## config.mk

```make
export PLATFORM = sky130hd
export DESIGN_NAME = intrusion_alarm_ctrl
export DESIGN_NICKNAME = d
export VERILOG_FILES = /design/src/rtl/intrusion_alarm_ctrl.sv
export SDC_FILE = /design/constraint.sdc
export NUM_CORES = 1
export LEC_CHECK = 0
export ABC_CLOCK_PERIOD_IN_PS = 6400
export BUFFER_PORTS_ARGS = -buffer_cell sky130_fd_sc_hd__buf_2
export CAP_MARGIN = 20
export CORE_ASPECT_RATIO = 0.8
export CORE_MARGIN = 2
export CORE_UTILIZATION = 65
export CTS_CLUSTER_DIAMETER = 120
export DETAILED_ROUTE_END_ITERATION = 8
export PLACE_DENSITY = 0.8
export RECOVER_POWER = 25
export SLEW_MARGIN = 5
export SYNTH_ARGS = -nofsm -noshare
export SYNTH_HDL_FRONTEND = slang
export SYNTH_SLANG_ARGS = --single-unit
```

## constraint.sdc

```tcl
create_clock -name clk_in -period 6.4 [get_ports clk_in]
set_input_delay 0.32 -clock clk_in [delete_from_list [all_inputs] [get_ports clk_in]]
set_output_delay 0.32 -clock clk_in [all_outputs]
set_load 0.005 [all_outputs]
```

## src/rtl/intrusion_alarm_ctrl.sv

```systemverilog
// intrusion_alarm_ctrl: debounced, tick-confirmed perimeter intrusion alarm controller
module intrusion_alarm_ctrl #(
  parameter int SENSOR_W      = 4,
  parameter int DEBOUNCE_CYC  = 1_000_000,
  parameter int CONFIRM_TICKS = 2,
  parameter int ALARM_TICKS   = 10
) (
  input  logic                clk_in,
  input  logic                rst,
  input  logic                slow_clk,
  input  logic                arm,
  input  logic                ack,
  input  logic [SENSOR_W-1:0] sensor,
  output logic [1:0]          state,
  output logic [SENSOR_W-1:0] zone,
  output logic                armed_led,
  output logic                alarm,
  output logic                buzzer,
  output logic                alarm_led
);
  localparam int DW = $clog2(DEBOUNCE_CYC) + 1;
  localparam int CW = $clog2(CONFIRM_TICKS) + 1;
  localparam int HW = $clog2(ALARM_TICKS + 1) + 1;
  localparam logic [1:0] S_DIS = 2'd0, S_ARM = 2'd1, S_PEN = 2'd2, S_ALM = 2'd3;
  logic s1, s2, s3, tick, active;
  logic [1:0] arm_q, ack_q;
  logic [SENSOR_W-1:0] sen1, sen2, db, zone_n;
  logic [1:0] st, st_n;
  logic [CW-1:0] conf, conf_n;
  logic [HW-1:0] hold, hold_n;
  // bring slow clock, arm, ack and sensors into the clk_in domain
  always_ff @(posedge clk_in or posedge rst)
    if (rst) begin
      {s3, s2, s1} <= '0;
      arm_q <= '0;
      ack_q <= '0;
      sen1 <= '0;
      sen2 <= '0;
    end else begin
      {s3, s2, s1} <= {s2, s1, slow_clk};
      arm_q <= {arm_q[0], arm};
      ack_q <= {ack_q[0], ack};
      sen1 <= sensor;
      sen2 <= sen1;
    end
  assign tick = s2 & ~s3;
  assign active = |db;
  for (genvar i = 0; i < SENSOR_W; i++) begin : g_db
    logic [DW-1:0] cnt;
    logic stable;
    // stable value flips only after DEBOUNCE_CYC consecutive differing samples
    always_ff @(posedge clk_in or posedge rst)
      if (rst) begin
        cnt <= '0;
        stable <= 1'b0;
      end else if (sen2[i] == stable) begin
        cnt <= '0;
      end else if (cnt == DW'(DEBOUNCE_CYC - 1)) begin
        stable <= sen2[i];
        cnt <= '0;
      end else begin
        cnt <= cnt + DW'(1);
      end
    assign db[i] = stable;
  end
  // state, zone and confirm/hold counters
  always_ff @(posedge clk_in or posedge rst)
    if (rst) begin
      st <= S_DIS;
      zone <= '0;
      conf <= '0;
      hold <= '0;
    end else begin
      st <= st_n;
      zone <= zone_n;
      conf <= conf_n;
      hold <= hold_n;
    end
  // next-state: disarm beats everything, then ack, then false alarm / hold expiry, then ticks
  always_comb begin
    st_n = st;
    zone_n = zone;
    conf_n = conf;
    hold_n = hold;
    case (st)
      S_DIS: st_n = arm_q[1] ? S_ARM : S_DIS;
      S_ARM:
        if (!arm_q[1]) st_n = S_DIS;
        else if (active) begin
          st_n = S_PEN;
          zone_n = db;
          conf_n = '0;
        end
      S_PEN:
        if (!arm_q[1]) begin
          st_n = S_DIS;
          zone_n = '0;
        end else if (!active) begin
          st_n = S_ARM;
          zone_n = '0;
        end else begin
          zone_n = zone | db;
          if (tick && conf == CW'(CONFIRM_TICKS - 1)) begin
            st_n = S_ALM;
            hold_n = '0;
          end else if (tick) conf_n = conf + CW'(1);
        end
      default:
        if (!arm_q[1]) begin
          st_n = S_DIS;
          zone_n = '0;
        end else if (ack_q[1] || (hold == HW'(ALARM_TICKS) && !active)) begin
          st_n = S_ARM;
          zone_n = '0;
        end else begin
          zone_n = zone | db;
          hold_n = (tick && hold != HW'(ALARM_TICKS)) ? hold + HW'(1) : hold;
        end
    endcase
  end
  // outputs decoded purely from registers
  always_comb begin
    state = st;
    armed_led = st != S_DIS;
    alarm = st == S_ALM;
    buzzer = st == S_ALM;
    alarm_led = (st == S_ALM) & s2;
  end
endmodule

```

==> results.tsv, run 1 <==
metric	value	unit
status	finished, violations left	
violations	max-capacitance violations, max-slew violations	
syn_area_per_cell	9.99	sq um
cts.sinks	116	
dieArea	0.00946	sq mm
reg2reg_depth	6	
rrSetupSlack	4.12	ns
totalWireLength	12200	microns
p_leak	0.00270	uW
required	6.77	ns
ir_drop	255	uV
yosysTopAreaCellShare	51.4	%
final_util	77.4	%
initial_utilization	66.6	%
power_frac_comb	8.7	%
post_cts_buffers	0	
fin_crit	2.28	ns
final-setup-viol-count	0	
synthFlopType	dfrtp_1	
start_kind	flip-flop	
antenna_found_initial	0	
hold_ws	0.348	ns
num_rows	30	
ys_top_cells_by_area	dfrtp_1 (51%), nor2_1 (4.4%), xnor2_1 (4.2%), xor2_1 (4.2%), a21oi_1 (3.1%)	
cp_slowest_stage_delay	0.58	ns
drive_above_1_share	10.7	%
place_congestion	0.858	
synth-edff-count	0	
dpl-instance-area	0.00584	sq mm
cts_tree	yes	
place_ws	4.17	ns
clk_pin_slew_worst_paths	0.06	ns
synth-seq-area-share	51.4	%
drt_iter0_drc	368	
swShare	23.7	%
rr_endpoint	zone[2]$_DFFE_PP0P_	
cap_violations	1	
max_freq	0.439	GHz
cts_root_buf	clkbuf_8	
first_global_vias	4353	
setup_slack	4.12	ns
final_area	0.00656	sq mm
pwr-share-seq	40.0	%
critPathCapture	zone[2]$_DFFE_PP0P_	
htreeDepth	4	
synth_seq_cells	116	
postSynthCellCount	566	
wl_per_cell	16.9	microns
ant_nets	0	
path_cells	inv_1 > ha_1 > nor4bb_1 > nand2_1 > a221oi_1 > a21oi_1	
p_switching	462	uW
power.density	297	mW/mm^2
skew	0.00778	ns
clk_latency	0.53	ns
die_w	108	microns
area_growth	16.1	%
crit_path_start	hold[0]$_DFFE_PP0P_	
dp_hpwl	7430	microns
drc	0	
cts_buffers	17	
r2r-start	hold[0]$_DFFE_PP0P_	
grt_max_degree	83	
gr-total-overflow	0	
cts_buffer_depth	2	
tns	0	ns
synth_nets	586	
synthDistinctLibCells	49	
insertedDiodeCount	0	
worst_pin_slew	1.50	ns
synth_warnings	0	
hold_class	reg2reg	
synth-async-reset-ratio	100	%
end_kind	flip-flop	
timing.slew.headroom	-0.508	%
grt_usage	28.3	%
die_h	87.4	microns
p_int	1490	uW
clkPwrFrac	51.3	%
crit_fanout	5	
pin_count	19	
core_area	0.00848	sq mm
via_per_inst	6.17	
rsz0062_at_grt	no	
synth_area	0.00565	sq mm
netlist.top_cell.by_area	dfrtp_1	
io_buffers	18	
path_class	reg2reg	
grt_pass1_wl	20400	microns
drtPass1Iterations	6	
crit_arrival	2.65	ns
maxSlewViolCount	1	
final.period_utilization	35.6	%
hold_viol_final	0	
slowest_stage	nor4bb_1	
layout.nets	618	
num_vias	4456	
==> synthesized netlist by cell type (all sizes together) (3+ instances only) <==
library cell / count
nor3: 18
and3: 5
o21ai: 23
or4: 16
nand3: 29
nor4b: 6
dfrtp: 116
or3: 13
nand2: 34
and2: 8
a21oi: 35
o2bb2ai: 3
clkbuf: 11
mux2i: 4
o31ai: 12
nand4: 26
nor4: 10
xnor2: 27
or2: 4
and4: 8
xor2: 27
nor2: 66
inv: 20
buf: 8
ha: 11
mux2: 5
==> placed cells by master, fill, tap and decap left out, types with 8 or more instances in the layout <==
| cell type | n |
|---|---|
| nor2_1 | 66 |
| dlygate4sd3_1 | 8 |
| dfrtp_1 | 116 |
| nor4_1 | 10 |
| and2_1 | 8 |
| xnor2_1 | 27 |
| nand4_1 | 26 |
| nor3_1 | 18 |
| nand2_1 | 34 |
| o31ai_1 | 9 |
| nand3_1 | 28 |
| or3_1 | 13 |
| or4_1 | 16 |
| inv_1 | 19 |
| xor2_1 | 27 |
| o21ai_0 | 22 |
| a21oi_1 | 35 |
| buf_2 | 15 |
| clkbuf_16 | 16 |
| ha_1 | 11 |
==> power groups by stage <==
stage               clock network, uW  logic, uW  registers [uW]
finish                           1000        170             780
global route                     1040        187             782
CTS                              1010        167             779
detailed placement                  0        156             791
global placement                    0        147             788
floorplan                           0        111             786
==> registers in the layout, summed over array words and instances, names as in the netlist <==
| signal | cells |
|---|---|
| ack_q | 2 |
| sen2 | 4 |
| g_db.stable | 4 |
| s1 | 1 |
| state | 2 |
| sen1 | 4 |
| zone | 4 |
| s2 | 1 |
| arm_q | 2 |
| conf | 2 |
| s3 | 1 |
| hold | 5 |
| g_db.cnt | 84 |
==> cell families after synthesis <==
kind of cell             after synthesis  share of synthesized area [%]
AO/OA/AOI/OAI                         83                           9.05
AND/OR/NAND/NOR                      254                           24.1
flip-flops                           116                           51.4
XOR/XNOR                              54                           8.37
multiplexers                           9                           1.70
adder cells (fa/ha/maj)               11                           2.43
buffers and inverters                 39                           2.97
==> through the flow <==
stage | power (uW) | instances
6_report | 1950 | 722
5_1_grt | 2010 | 722
4_1_cts | 1960 | 721
3_5_place_dp | 947 | 682
3_3_place_gp | 936 | 682
2_1_floorplan | 898 | 566
==> how the worst min path moves through the flow <==
stage                                end                from  slack, ns  cells past startpoint
2_1_floorplan         ack_q[1]$_DFF_PP0_  ack_q[0]$_DFF_PP0_       0.33                      0
3_3_place_gp           sen2[1]$_DFF_PP0_   sen1[1]$_DFF_PP0_       0.33                      0
3_5_place_dp           sen2[1]$_DFF_PP0_   sen1[1]$_DFF_PP0_       0.33                      0
4_1_cts        g_db[3].cnt[18]$_DFF_PP0_                 rst       0.34                      3
5_1_grt                sen2[0]$_DFF_PP0_   sen1[0]$_DFF_PP0_       0.36                      0
6_report               sen2[0]$_DFF_PP0_   sen1[0]$_DFF_PP0_       0.35                      0
==> routing by layer <==
| metal | global-route usage [%] | share of wire (%) |
|---|---|---|
| met1 | 35.2 | 43 |
| met2 | 46.7 | 50 |
| met3 | 8.98 | 4.5 |
| met4 | 11.0 | 2.0 |
| met5 | 0 | 0 |
==> area by class of cell <==
| class | instances | area [sq um] |
|---|---|---|
| Sequential cell | 116 | 2900 |
| Multi-Input combinational cell | 411 | 2590 |
| Fill cell | 571 | 1920 |
| Clock buffer | 22 | 473 |
| Timing Repair Buffer | 32 | 228 |
| Clock inverter | 9 | 150 |
| Tap cell | 112 | 140 |
| Inverter | 20 | 76.3 |
==> repair_timing <==
item	4_1_cts	5_1_grt
endpoints found under the hold margin	41	0
gates resized for setup	0	0
endpoints found under the setup margin	0	0
hold buffers	8	0
==> worst max-delay path, delay by kind of cell (launching register included) <==
kind | cells | cell delay (ns)
AO/OA/AOI/OAI | 2 | 0.74
AND/OR/NAND/NOR | 2 | 0.72
flip-flops | 1 | 0.43
adder cells (fa/ha/maj) | 1 | 0.15
buffers and inverters | 1 | 0.09
No activity file was read; power rests on OpenSTA's default activity.
==> run 2: changes to the inputs <==
ABC_CLOCK_PERIOD_IN_PS = 2100   (was 6400)
CORE_UTILIZATION = 62   (was 65)
PLACE_DENSITY = 0.77   (was 0.8)
clock period = 2.1 ns   (was 6.4 ns; I/O delays follow)
==> results.tsv, run 2 (synthesis gave the netlist of run 1 again) <==
metric	value	unit	change
hold_start	sensor[0]		
pin_count	19		unchanged
layout.nets	636		+2.9%
hold_viol_final	0		unchanged
io_buffers	18		unchanged
r2r-start	state[0]$_DFFE_PP0P_		
met2_length	5740	microns	-6.4%
die_w	111	microns	+2.3%
p_leak	0.00279	uW	+3.1%
power.density	896	mW/mm^2	+200%
final.period_utilization	97.1	%	+62 points
path_class	reg2reg		
place_ws	0.0222	ns	-4.15 ns
grt_usage	25.1	%	-3.3 points
wl_per_cell	15.8	microns	-6.0%
largest_reg_flops	84		unchanged
drt_iter0_drc	436		+18%
slowest_stage	or4b_4		
drive_above_1_share	14.6	%	+4.0 points
num_vias	4445		-0.25%
core_area	0.00896	sq mm	+5.6%
maxSlewViolCount	0		-1
cap_violations	0		-1
cts_buffers	17		unchanged
path_cells	buf_4 > ha_2 > or4b_4 > buf_4 > or2_2 > o211ai_1		
cts.sinks	116		unchanged
dp.cells	703		+3.1%
crit_path_start	state[0]$_DFFE_PP0P_		
num_rows	31		+3.3%
start_kind	flip-flop		
setup_slack	0.0606	ns	-4.06 ns
hold_class	in2reg		
dieArea	0.00990	sq mm	+4.6%
ir_drop	1080	uV	+330%
grt_max_degree	117		+41%
worst_pin_slew	1.39	ns	-0.106 ns
seqCellArea	0.00290	sq mm	unchanged
drtPass1Iterations	4		-2
crit_fanout	5		unchanged
first_global_vias	4211		-3.3%
ant_nets	0		unchanged
final-setup-viol-count	0		unchanged
critPathTopFamily	simple AND/OR/NAND/NOR gates		
top_register	g_db.cnt		
max_freq	0.490	GHz	+12%
gr-total-overflow	0		unchanged
path_buf_inv	2		+1
timing.slew.headroom	7.12	%	+7.6 points
crit_path_frequent_cell	buf_4		
clk_latency	0.41	ns	-0.12 ns
cp_slowest_stage_delay	0.54	ns	-0.04 ns
cts_tree	yes		
initial_utilization	63.1	%	-3.5 points
clk_pin_slew_worst_paths	0.05	ns	about the same
fin_crit	2.04	ns	-0.239 ns
dp_hpwl	7190	microns	-3.3%
instances_no_fill	744		+3.0%
met1Wirelength	5460	microns	+3.9%
cts_buffer_depth	2		unchanged
insertedDiodeCount	0		unchanged
antenna_found_initial	0		unchanged
crit_arrival	2.36	ns	-0.29 ns
layout_common_cells	dfrtp_1 (116), nor2_1 (66), a21oi_1 (35)		
end_kind	flip-flop		
reg_top3	g_db.cnt (84), hold (5)		
via_per_inst	5.97		-3.2%
skew	0.00818	ns	+0.000395 ns
area_growth	18.6	%	
cts_root_buf	clkbuf_16		
drc	0		unchanged
htreeDepth	4		unchanged
status	completed		
totalWireLength	11800	microns	-3.2%
grt_pass1_wl	19800	microns	-3.0%
hold_ws	0.336	ns	-0.0117 ns
final_common_cell	dfrtp_1		
place_congestion	0.862		+0.47%
wl_met3	462	microns	-15%
tns	0	ns	unchanged
die_h	89.4	microns	+2.3%
required	2.42	ns	-4.35 ns
fillCellCount	597		+4.6%
multiInputGateArea	0.00261	sq mm	+0.48%
dr.max_layer_used	met4		
-- run 2: changes by cell type in the layout (fill, tap and decap cells not counted), sizes merged --
cell      change
clkinv        +2
clkbuf        -6
clkinvlp      +2
buf          +21
-- run 2: power breakdown --
group | switching [uW] | internal [uW] | leakage, uW | total, uW
Sequential | 67.4 | 2300 | 0.00156 | 2370
Clock | 1030 | 2010 | 0.000295 | 3040
Combinational | 337 | 261 | 0.000936 | 598
Total | 1430 | 4570 | 0.00279 | 6010
-- run 2: per-layer routing --
metal,GRT usage [%],vias up
met5,0,-
met4,9.20,0
met3,6.31,14
met2,41.2,104
met1,33.1,2181
li1,-,2146
-- run 2: worst paths after layout --
| path | slack, ns | cells after the start | end |
|---|---|---|---|
| min in group asynchronous | 0.76 | 4 | g_db[3].cnt[19]$_DFF_PP0_ |
| max in group asynchronous | 0.48 | 4 | g_db[2].cnt[18]$_DFF_PP0_ |
| worst max-delay path | 0.06 | 6 | hold[2]$_DFFE_PP0P_ |
| worst min register to register | 0.35 | 0 | sen2[3]$_DFF_PP0_ |
| worst max register to register | 0.06 | 6 | hold[2]$_DFFE_PP0P_ |
| worst min-delay path | 0.34 | 2 | sen1[0]$_DFF_PP0_ |
-- run 2: layout make-up --
type / count / share of cell area (%)
Timing Repair Buffer: 50 / 5.21
Inverter: 20 / 1.18
Multi-Input combinational cell: 411 / 38.9
Clock buffer: 19 / 6.61
Clock inverter: 13 / 2.72
Tap cell: 115 / 2.15
Sequential cell: 116 / 43.3
-- run 2: timing repair --
item / CTS / global route
endpoints found under the setup margin: 0 / 7
hold endpoints to repair: 123 / 0
hold buffers: 8 / 0
buffers inserted: 0 / 1
gates resized for setup: 0 / 6
-- run 2: worst register-to-register path, cell delays in order, from the launching register on --
cell,delay (ns)
dfrtp_1,0.40
buf_4,0.14
ha_2,0.19
or4b_4,0.55
buf_4,0.17
or2_2,0.34
o211ai_1,0.19
-- run 2: per-stage QoR --
stage	power, uW	util [%]	area [sq um]
detailed placement	2950	66.9	5990
finish	6010	74.8	6710
CTS	6010	74.8	6700
global route	6220	74.8	6710
floorplan	2740	-	5660
global placement	2930	66.9	5990
